$ cat src/rtl/sd_data_sequencer_pkg.sv
// Shared definitions for the SD host data-path sequencer.
//   - Default widths for the block count and per-block timeout.
//   - Transfer direction constants.
//   - Sequencer state encoding.
//   - fifo_ready(): says whether the FIFO can serve the next block in the
//     latched direction.
package sd_data_sequencer_pkg;

    localparam int BLOCKS_W_DEF  = 8;
    localparam int TIMEOUT_W_DEF = 16;

    // Transfer direction: write is host->card (FIFO drained), read is card->host (FIFO filled)
    localparam logic DIR_WRITE = 1'b1;
    localparam logic DIR_READ  = 1'b0;

    typedef enum logic [2:0] {
        ST_IDLE      = 3'd0,
        ST_WAIT_FIFO = 3'd1,
        ST_ISSUE     = 3'd2,
        ST_TRANSFER  = 3'd3,
        ST_DONE      = 3'd4,
        ST_ERROR     = 3'd5
    } seq_state_e;

    // A write needs data waiting in the FIFO; a read needs room in it.
    function automatic logic fifo_ready(input logic dir, input logic empty, input logic full);
        return (dir == DIR_WRITE) ? !empty : !full;
    endfunction

endpackage

$ cat src/rtl/sd_timeout_counter.sv
// Per-block timeout counter.
//   clk     in  clock
//   rst     in  synchronous active-high reset
//   clr     in  clear the count to zero (takes priority over en)
//   en      in  count one cycle; holds at all-ones instead of wrapping
//   cmp_en  in  qualifies the limit compare
//   limit   in  count value that flags a timeout
//   hit     out cmp_en and count == limit (combinational on the registered count)
module sd_timeout_counter #(
    parameter int W = 16
) (
    input  logic         clk,
    input  logic         rst,
    input  logic         clr,
    input  logic         en,
    input  logic         cmp_en,
    input  logic [W-1:0] limit,
    output logic         hit
);

    logic [W-1:0] count;

    always_ff @(posedge clk) begin
        if (rst) begin
            count <= '0;
        end else if (clr) begin
            count <= '0;
        end else if (en && (count != '1)) begin
            count <= count + W'(1);
        end
    end

    assign hit = cmp_en && (count == limit);

endmodule

$ cat src/rtl/sd_data_sequencer.sv
// Block-level scheduler for the SD host data path. Latches one transfer
// command, then for each block waits for the FIFO, pulses oNewData to
// data_control and waits for the block to complete, under an optional
// per-block timeout.
//   iClock          in  single clock
//   iReset          in  synchronous active-high reset
//   iStart          in  command strobe (ignored while busy or with iAbort)
//   iAbort          in  host abort, highest priority outside IDLE
//   iWriteRead      in  1 = write (host->card), 0 = read
//   iMultipleData   in  1 = use iBlocks, 0 = single block
//   iBlocks         in  block count for multi-block commands
//   iTimeout_enable in  enable per-block timeout
//   iTimeout_reg    in  timeout limit in cycles
//   iFIFO_empty     in  FIFO empty flag
//   iFIFO_full      in  FIFO full flag
//   iBlock_done     in  block-complete pulse from data_control
//   oNewData        out pulse: start one block
//   oFIFO_clear     out pulse: flush FIFO on abort/timeout
//   oBusy           out command in progress
//   oDone           out pulse: all blocks completed
//   oTimeout        out pulse: block timed out
//   oBlocks_left    out remaining blocks
module sd_data_sequencer
    import sd_data_sequencer_pkg::*;
#(
    parameter int BLOCKS_W  = BLOCKS_W_DEF,
    parameter int TIMEOUT_W = TIMEOUT_W_DEF
) (
    input  logic                 iClock,
    input  logic                 iReset,
    input  logic                 iStart,
    input  logic                 iAbort,
    input  logic                 iWriteRead,
    input  logic                 iMultipleData,
    input  logic [BLOCKS_W-1:0]  iBlocks,
    input  logic                 iTimeout_enable,
    input  logic [TIMEOUT_W-1:0] iTimeout_reg,
    input  logic                 iFIFO_empty,
    input  logic                 iFIFO_full,
    input  logic                 iBlock_done,
    output logic                 oNewData,
    output logic                 oFIFO_clear,
    output logic                 oBusy,
    output logic                 oDone,
    output logic                 oTimeout,
    output logic [BLOCKS_W-1:0]  oBlocks_left
);

    // Command fields that matter after the start strobe. The single/multi
    // choice is folded into oBlocks_left at start and needs no storage.
    typedef struct packed {
        logic                 write_read;
        logic                 timeout_enable;
        logic [TIMEOUT_W-1:0] timeout_reg;
    } cmd_t;

    seq_state_e          state, state_d;
    cmd_t                cmd, cmd_d;
    logic [BLOCKS_W-1:0] blocks_left_d;
    logic [BLOCKS_W-1:0] start_count;
    logic                abort_hit;
    logic                fifo_ok;
    logic                to_clr, to_en, to_hit;
    logic                new_data_d, fifo_clear_d, busy_d, done_d, timeout_d;

    assign start_count = iMultipleData ? iBlocks : BLOCKS_W'(1);
    assign fifo_ok     = fifo_ready(cmd.write_read, iFIFO_empty, iFIFO_full);
    assign abort_hit   = iAbort && (state != ST_IDLE);

    // Count is zero in the first TRANSFER cycle, so a limit of N matches
    // in TRANSFER cycle N+1.
    assign to_clr = (state == ST_ISSUE);
    assign to_en  = (state == ST_TRANSFER);

    sd_timeout_counter #(
        .W (TIMEOUT_W)
    ) u_timeout (
        .clk    (iClock),
        .rst    (iReset),
        .clr    (to_clr),
        .en     (to_en),
        .cmp_en (cmd.timeout_enable),
        .limit  (cmd.timeout_reg),
        .hit    (to_hit)
    );

    // Next state, next command latch and next block count
    always_comb begin
        state_d       = state;
        cmd_d         = cmd;
        blocks_left_d = oBlocks_left;

        if (abort_hit) begin
            state_d = ST_IDLE;
        end else begin
            case (state)
                ST_IDLE: begin
                    if (iStart && !iAbort) begin
                        cmd_d.write_read     = iWriteRead;
                        cmd_d.timeout_enable = iTimeout_enable;
                        cmd_d.timeout_reg    = iTimeout_reg;
                        blocks_left_d        = start_count;
                        state_d = (start_count == '0) ? ST_DONE : ST_WAIT_FIFO;
                    end
                end
                ST_WAIT_FIFO: begin
                    if (fifo_ok) state_d = ST_ISSUE;
                end
                ST_ISSUE: begin
                    state_d = ST_TRANSFER;
                end
                ST_TRANSFER: begin
                    // A completing block beats a timeout in the same cycle
                    if (iBlock_done) begin
                        blocks_left_d = oBlocks_left - BLOCKS_W'(1);
                        state_d = (oBlocks_left == BLOCKS_W'(1)) ? ST_DONE : ST_WAIT_FIFO;
                    end else if (to_hit) begin
                        state_d = ST_ERROR;
                    end
                end
                ST_DONE:  state_d = ST_IDLE;
                ST_ERROR: state_d = ST_IDLE;
                default:  state_d = ST_IDLE;
            endcase
        end
    end

    // Outputs are decoded from the next state and registered, so each
    // pulse lines up with the state that owns it.
    always_comb begin
        new_data_d   = (state_d == ST_ISSUE);
        done_d       = (state_d == ST_DONE);
        timeout_d    = (state_d == ST_ERROR);
        fifo_clear_d = (state_d == ST_ERROR) || abort_hit;
        busy_d       = (state_d != ST_IDLE);
    end

    always_ff @(posedge iClock) begin
        if (iReset) begin
            state <= ST_IDLE;
            cmd   <= '0;
        end else begin
            state <= state_d;
            cmd   <= cmd_d;
        end
    end

    always_ff @(posedge iClock) begin
        if (iReset) begin
            oBlocks_left <= '0;
            oNewData     <= 1'b0;
            oFIFO_clear  <= 1'b0;
            oBusy        <= 1'b0;
            oDone        <= 1'b0;
            oTimeout     <= 1'b0;
        end else begin
            oBlocks_left <= blocks_left_d;
            oNewData     <= new_data_d;
            oFIFO_clear  <= fifo_clear_d;
            oBusy        <= busy_d;
            oDone        <= done_d;
            oTimeout     <= timeout_d;
        end
    end

endmodule

$ cat config.mk
export PLATFORM = sky130hd
export DESIGN_NAME = sd_data_sequencer
export DESIGN_NICKNAME = d
export VERILOG_FILES = /design/src/rtl/sd_data_sequencer_pkg.sv /design/src/rtl/sd_timeout_counter.sv /design/src/rtl/sd_data_sequencer.sv
export SDC_FILE = /design/constraint.sdc
export NUM_CORES = 1
export LEC_CHECK = 0
export CAP_MARGIN = 20
export CORE_MARGIN = 4
export CORE_UTILIZATION = 58
export CTS_BUF_LIST = sky130_fd_sc_hd__clkbuf_4
export DETAILED_ROUTE_END_ITERATION = 7
export PLACE_DENSITY = 0.95
export RECOVER_POWER = 100
export REMOVE_ABC_BUFFERS = 1
export SETUP_SLACK_MARGIN = 0.5
export SLEW_MARGIN = 20
export SYNTH_ARGS = -nofsm -noshare
export SYNTH_HDL_FRONTEND = slang
export SYNTH_SLANG_ARGS = --single-unit
$ cat constraint.sdc
create_clock -name iClock -period 2.75 [get_ports iClock]
set_input_delay 0.275 -clock iClock [delete_from_list [all_inputs] [get_ports iClock]]
set_output_delay 0.275 -clock iClock [all_outputs]
set_load 0.005 [all_outputs]
==> flow_metrics.py, run 1 <==
metrics = {
    "outcome": {
        "status": "finished clean",
    },
    "final_layout": {
        "utilization": 0.752,
        "instances_no_fill": 407,
        "nNetsFinal": 394,
        "seqCellArea_sq_um": 1000,
        "multi_input_area_sq_um": 1420,
        "area_growth_syn_to_layout_pct": 22.3,
        "diodes": 0,
        "nFillCells": 314,
        "drive_above_1_share": 0.0476,
    },
    "synth": {
        "synthCells": 312,
        "synth-xor-area-share": 0.0906,
        "synth_edf_count": 0,
        "synthArstFlopShare": 0,
        "yosysSeqAreaShare": 0.398,
        "synth_compound_area_frac": 0.178,
        "synth_simple_gate_area_frac": 0.275,
        "synth_fa_ha_area_frac": 0.0149,
        "yosysWarnings": 0,
        "synth.area.mux_share": 0.00448,
        "netlist_area_sq_um": 2510,
        "synth_seq_cells": 50,
        "ys.flop_type": "dfxtp_1",
        "synth_top_family_by_area": "simple AND/OR/NAND/NOR gates",
        "synth.avg_cell_area_sq_um": 8.06,
        "synth_cell_types": 50,
    },
    "job": {
        "maxCapViolCount": 0,
    },
    "clock_tree": {
        "ctsRootBufferMaster": "clkbuf_4",
        "clkTransAtPathRegs_ps": 130,
        "clk_latency_ps": 360,
        "postCtsHoldBufs": 0,
        "cts_tree": "done",
        "cts_buffer_depth": 2,
        "htree_levels": 2,
        "cts_buffers": 5,
        "clock-sinks": 50,
    },
    "place": {
        "hpwl_mm": 4.49,
        "gp_congestion": 0.936,
        "io_buffers": 46,
        "dp_cells": 399,
    },
    "floorplanning": {
        "die_w_um": 73.8,
        "start_util": 0.615,
        "design.core.area_sq_um": 4090,
        "ios": 47,
        "die_h_um": 73.8,
        "rows": 23,
        "dieArea_sq_um": 5450,
    },
    "power": {
        "internal_power_mw": 1.06,
        "p_leak_nw": 1.16,
        "p_sw_frac": 0.265,
        "pwr-share-seq": 0.541,
        "power.total_mw": 1.45,
        "pwr-share-comb": 0.179,
        "p_clk_frac": 0.280,
        "switching_power_uw": 384,
        "power_density_nw_per_um2": 471,
        "vdd_ir_drop_max_mv": 0.392,
    },
    "sta": {
        "finalClockSkew_ps": 6.79,
        "holdWs_ps": 443,
        "finalSetupViolCount": 0,
        "fin_crit_sh": 0.827,
        "slew_headroom": 0.419,
        "tns_ps": 0,
        "worstMarginPinSlew_ps": 864,
        "finalHoldViolations": 0,
        "fmax_mhz": 440,
        "slew_violations": 0,
        "fin_crit_ps": 2270,
        "rsz0062_at_grt": "true",
    },
    "global_route": {
        "antenna_found_initial": 0,
        "track_usage": 0.244,
        "grt-ovfl-total": 0,
        "grt_max_degree": 29,
        "grt_pass1_vias": 2305,
        "grt_first_pass_wirelength_mm": 10.6,
    },
    "route": {
        "wl_per_cell_um": 16.3,
        "drt_pre_antenna_iters": 5,
        "wirelength_mm": 6.65,
        "postRouteAntennaNets": 0,
        "drc_errors": 0,
        "num_vias": 2490,
        "vias_per_cell": 6.12,
        "drt_iter0_drc": 268,
    },
    "worst_setup_path": {
        "crit_path_top_delay_cell": "clkbuf_1",
        "critical-path-max-stage-delay_ps": 670,
        "worst-setup-path-type": "reg2reg",
        "cp-start-kind": "register",
        "cp_max_fo": 19,
        "required_ps": 3050,
        "cp-end-kind": "register",
        "arrival_ps": 2570,
        "worstPathCellList": "or2_0 -> nor4b_1 -> clkbuf_1 -> nand2_1 -> a21oi_1",
    },
    "worst_hold_path": {
        "hold_path.class": "in2reg",
    },
}
==> state kept, by name (all words and copies together), names as in the netlist <==
signal           count
oNewData             1
oBlocks_left         8
u_timeout.count     16
cmd                 18
state                3
oDone                1
oFIFO_clear          1
oTimeout             1
oBusy                1
==> worst max-delay path: cells and delay by family (launching register included) <==
kind | cells | cell delay (ps)
AND/OR/NAND/NOR | 3 | 1000
buffers and inverters | 1 | 670
AO/OA/AOI/OAI | 1 | 160
flip-flops | 1 | 380
==> cell usage in the layout (no fill, tap or decap), drive strengths merged, types with 9 or more instances in the layout <==
cell type	n
nor3	10
nand3	9
nand4	9
inv	11
nand2	53
xor2	14
nor4	10
clkdlybuf4s50	33
dfxtp	50
o21ai	11
nor2	24
xnor2	12
dlygate4sd3	13
a21oi	34
==> cells in the mapped netlist (2+ instances only) <==
| cell type | number | share of area |
|---|---|---|
| nand2_1 | 53 | 0.079 |
| dfxtp_1 | 50 | 0.40 |
| a21oi_1 | 33 | 0.066 |
| nor2_1 | 24 | 0.036 |
| xor2_1 | 14 | 0.049 |
| xnor2_1 | 12 | 0.042 |
| inv_1 | 11 | 0.016 |
| nor4_1 | 10 | 0.025 |
| o21ai_0 | 10 | 0.020 |
| nand3_1 | 9 | 0.018 |
| nand4_1 | 9 | 0.022 |
| nor3_1 | 9 | 0.018 |
| clkbuf_1 | 7 | 0.010 |
| and3_1 | 6 | 0.015 |
| a311oi_1 | 4 | 0.014 |
| buf_2 | 3 | 0.0060 |
| ha_1 | 3 | 0.015 |
| o211ai_1 | 3 | 0.0090 |
| o31ai_1 | 3 | 0.0090 |
| or4_1 | 3 | 0.0090 |
| a21o_1 | 2 | 0.0060 |
| a31oi_1 | 2 | 0.0050 |
| and4_1 | 2 | 0.0070 |
| nand2b_1 | 2 | 0.0050 |
| nor2b_1 | 2 | 0.0050 |
| or3_1 | 2 | 0.0050 |
==> cell families (layout without fill, tap and decap cells) <==
kind of cell,Yosys count,in the layout
compound gates,70,70
flops,50,50
mux,1,1
buf+inv,23,67
fa+ha+maj,3,3
simple gates,139,140
xor+xnor,26,26
==> layer usage <==
metal  vias up  share of wire  track usage  wire length (um)
li1       1207              -            -                 -
met1      1130           0.41        0.311              2720
met2       131           0.47        0.406              3140
met3        22          0.093       0.0383               618
met4         0          0.026        0.105               172
met5         -              0            0                 0
==> power groups by stage <==
stage          Sequential, mW  Combinational, mW  Clock [mW]
6_report                0.783              0.258       0.406
5_1_grt                 0.789              0.281       0.439
4_1_cts                 0.783              0.258       0.409
3_5_place_dp            0.799              0.254           0
3_3_place_gp            0.798              0.247           0
2_1_floorplan           0.794              0.135           0
==> area by class of cell <==
class	count	area share
clock inverters	2	0.0110
clock buffers	5	0.0122
well taps	50	0.0204
repair buffers	49	0.156
inverters	11	0.0134
multi-input cells	240	0.462
flip-flops and latches	50	0.326
==> path summary, 6_finish.rpt <==
| kind | startpoint | to | slack (ps) | cells past startpoint |
|---|---|---|---|---|
| max reg2reg | state[1] | cmd[16] | 480 | 5 |
| min reg2reg | cmd[17] | cmd[17] | 470 | 2 |
| min | iTimeout_reg[14] | cmd[14] | 440 | 3 |
| max | state[1] | cmd[16] | 480 | 5 |
==> metrics by stage <==
stage | instance area [sq um] | worst slack [ps]
after global placement | 3010 | 548
after floorplan | 2460 | -43.9
after CTS | 3080 | 591
final | 3070 | 476
after detailed placement | 3010 | 495
after global routing | 3070 | 313
==> repair_timing <==
item	in CTS	in global routing
endpoints found under the hold margin	0	0
gates resized for setup	0	2
setup buffers	0	0
setup endpoints to repair	0	7
(Power assumes the default switching activity.)
==> inputs of run 2 (changes only) <==
--- a/config.mk
+++ b/config.mk
@@ -7,10 +7,10 @@
 export LEC_CHECK = 0
 export CAP_MARGIN = 20
 export CORE_MARGIN = 4
-export CORE_UTILIZATION = 58
+export CORE_UTILIZATION = 49
 export CTS_BUF_LIST = sky130_fd_sc_hd__clkbuf_4
 export DETAILED_ROUTE_END_ITERATION = 7
-export PLACE_DENSITY = 0.95
+export PLACE_DENSITY = 0.88
 export RECOVER_POWER = 100
 export REMOVE_ABC_BUFFERS = 1
 export SETUP_SLACK_MARGIN = 0.5
==> constraint.sdc (replaced) <==
create_clock -name iClock -period 2 [get_ports iClock]
set_input_delay 0.2 -clock iClock [delete_from_list [all_inputs] [get_ports iClock]]
set_output_delay 0.2 -clock iClock [all_outputs]
set_load 0.005 [all_outputs]
==> run 2 against run 1 <==
- critical path depth grew 2
- setup slack lost 440 ps
- total power grew 62%
- maximum frequency grew 16%
- clock-buffer cell count is the same
- first-iteration DRC count grew 9.0%
- clock skew grew 9.9 ps
- final cell count grew 15%
- register-to-register slack lost 440 ps
- flip-flop and latch count is the same
- sequential power grew 37%
- largest cell class unchanged
- largest power group unchanged
- highest routed layer unchanged
==> flow_metrics.py, run 2 (same netlist as run 1, synthesis figures left out) <==
metrics = {
    "floorplanning": {
        "dieArea_sq_um": 6340,
        "rows": 25,
        "die_w_um": 79.6,
        "die_h_um": 79.6,
        "ios": 47,
        "start_util": 0.518,
        "design.core.area_sq_um": 4850,
    },
    "sta": {
        "finalClockSkew_ps": 16.7,
        "holdWs_ps": 341,
        "fin_crit_ps": 1970,
        "worstMarginPinSlew_ps": 489,
        "finalHoldViolations": 0,
        "rsz0062_at_grt": "true",
        "slew_violations": 0,
        "fin_crit_sh": 0.983,
        "fmax_mhz": 509,
        "finalSetupViolCount": 0,
        "slew_headroom": 0.673,
    },
    "worst_setup_path": {
        "cp-start-kind": "register",
        "required_ps": 2320,
        "arrival_ps": 2280,
        "cp-end-kind": "register",
        "worst-setup-path-type": "reg2reg",
        "worstPathCellList": "or2_4 -> clkbuf_4 -> buf_6 -> nor4b_4 -> clkbuf_1 -> nand2_1 -> a21oi_1",
        "crit_path_top_delay_cell": "dfxtp_2",
        "crit_buf_inv": 3,
        "critical-path-max-stage-delay_ps": 360,
        "path_delay_family": "simple AND/OR/NAND/NOR gates",
        "cp_max_fo": 5,
    },
    "clock_tree": {
        "cts_buffer_depth": 2,
        "clock-sinks": 50,
        "clkTransAtPathRegs_ps": 160,
        "clk_latency_ps": 400,
        "ctsRootBufferMaster": "clkbuf_4",
        "cts_buffers": 5,
        "cts_tree": "done",
        "htree_levels": 2,
    },
    "final_layout": {
        "area_growth_syn_to_layout_pct": 50.9,
        "top_regs": "cmd: 18 flops, u_timeout.count: 16 flops, oBlocks_left: 8 flops",
        "diodes": 0,
        "drive_above_1_share": 0.294,
        "largest_reg_flops": 18,
        "final_common_cell": "nand2_1",
        "regMostFlops": "cmd",
        "final_cell_mix": "44 x nand2_1, 39 x clkdlybuf4s50_1, 34 x dfxtp_1",
        "nFillCells": 336,
        "utilization": 0.782,
        "nNetsFinal": 437,
    },
    "route": {
        "drt_iter0_drc": 292,
        "wirelength_mm": 10.2,
        "num_vias": 3017,
        "wl_per_cell_um": 21.9,
        "vias_per_cell": 6.45,
        "drc_errors": 0,
        "postRouteAntennaNets": 0,
        "drt_pre_antenna_iters": 6,
    },
    "power": {
        "power_density_nw_per_um2": 620,
        "vdd_ir_drop_max_mv": 0.535,
        "p_leak_nw": 1.44,
    },
    "worst_hold_path": {
        "hold_path.class": "in2reg",
    },
    "global_route": {
        "track_usage": 0.256,
        "grt-ovfl-total": 0,
        "grt_max_degree": 22,
        "grt_pass1_vias": 2658,
        "grt_first_pass_wirelength_mm": 12.8,
        "antenna_found_initial": 0,
    },
    "outcome": {
        "status": "finished clean",
    },
    "place": {
        "io_buffers": 46,
        "gp_congestion": 0.898,
        "hpwl_mm": 5.04,
    },
    "job": {
        "maxCapViolCount": 0,
    },
}
==> run 2: cell types whose count changed in the layout (fill, tap and decap cells not counted), moves of 7 or more <==
| cell | before | now |
|---|---|---|
| buf_4 | 2 | 30 |
| dfxtp_1 | 50 | 34 |
| dfxtp_2 | 0 | 15 |
| nand2_1 | 53 | 44 |
| dlygate4sd3_1 | 13 | 5 |
| nand2_2 | 0 | 7 |
==> run 2: area by class of cell <==
class	instances	area [sq um]	area share
Clock buffer	5	37.5	0.00990
Clock inverter	3	63.8	0.0168
Inverter	11	41.3	0.0109
Multi-Input combinational cell	240	1730	0.457
Sequential cell	50	1020	0.270
Tap cell	67	83.8	0.0221
Timing Repair Buffer	92	808	0.213
==> run 2: worst min-delay path, cell delays in order <==
cell and delay, ps:
clkdlybuf4s50_1 390, nand2_1 60, a21oi_1 50
==> run 2: path summary, 6_finish.rpt <==
check	startpoint	depth (start not counted)	endpoint	slack, ps
setup reg to reg	state[0]	7	cmd[10]	30
hold reg to reg	cmd[4]	2	cmd[4]	480
hold / removal	iTimeout_reg[13]	3	cmd[13]	340
setup / recovery	state[0]	7	cmd[10]	30
==> run 2: per-stage QoR <==
step / TNS, ps / instance area, sq um / total power, mW / setup WS, ps / cells
4_1_cts: 0 / 3610 / 2.24 / 174 / 451
5_1_grt: -54.9 / 3790 / 2.42 / -26.2 / 468
6_report: 0 / 3790 / 2.35 / 34.1 / 468
3_5_place_dp: 0 / 3160 / 1.47 / 41.3 / 433
3_3_place_gp: 0 / 3160 / 1.46 / 67.4 / 433
2_1_floorplan: -12840 / 2460 / 1.28 / -794 / 300
==> run 2: where the power goes <==
group          switching [mW]  internal [mW]  total, mW  leakage, nW
clock                   0.348          0.385      0.733       0.0528
sequential             0.0376           1.04       1.07        0.414
combinational           0.277          0.264      0.541        0.975
total                   0.663           1.69       2.35         1.44
==> run 2: what timing repair did <==
item	CTS	global route
cloned	1	2
gates resized for setup	71	46
endpoints found under the setup margin	55	56
buffers inserted	9	15
hold buffers	0	0
pin swaps	38	29
==> run 2: routing by layer <==
layer  global-route usage  vias up  wire length (um)
met5                    0        -                 0
met4                0.107        0               672
met3               0.0542       72               919
met2                0.463      230              5160
met1                0.289     1422              3470
li1                     -     1293                 -
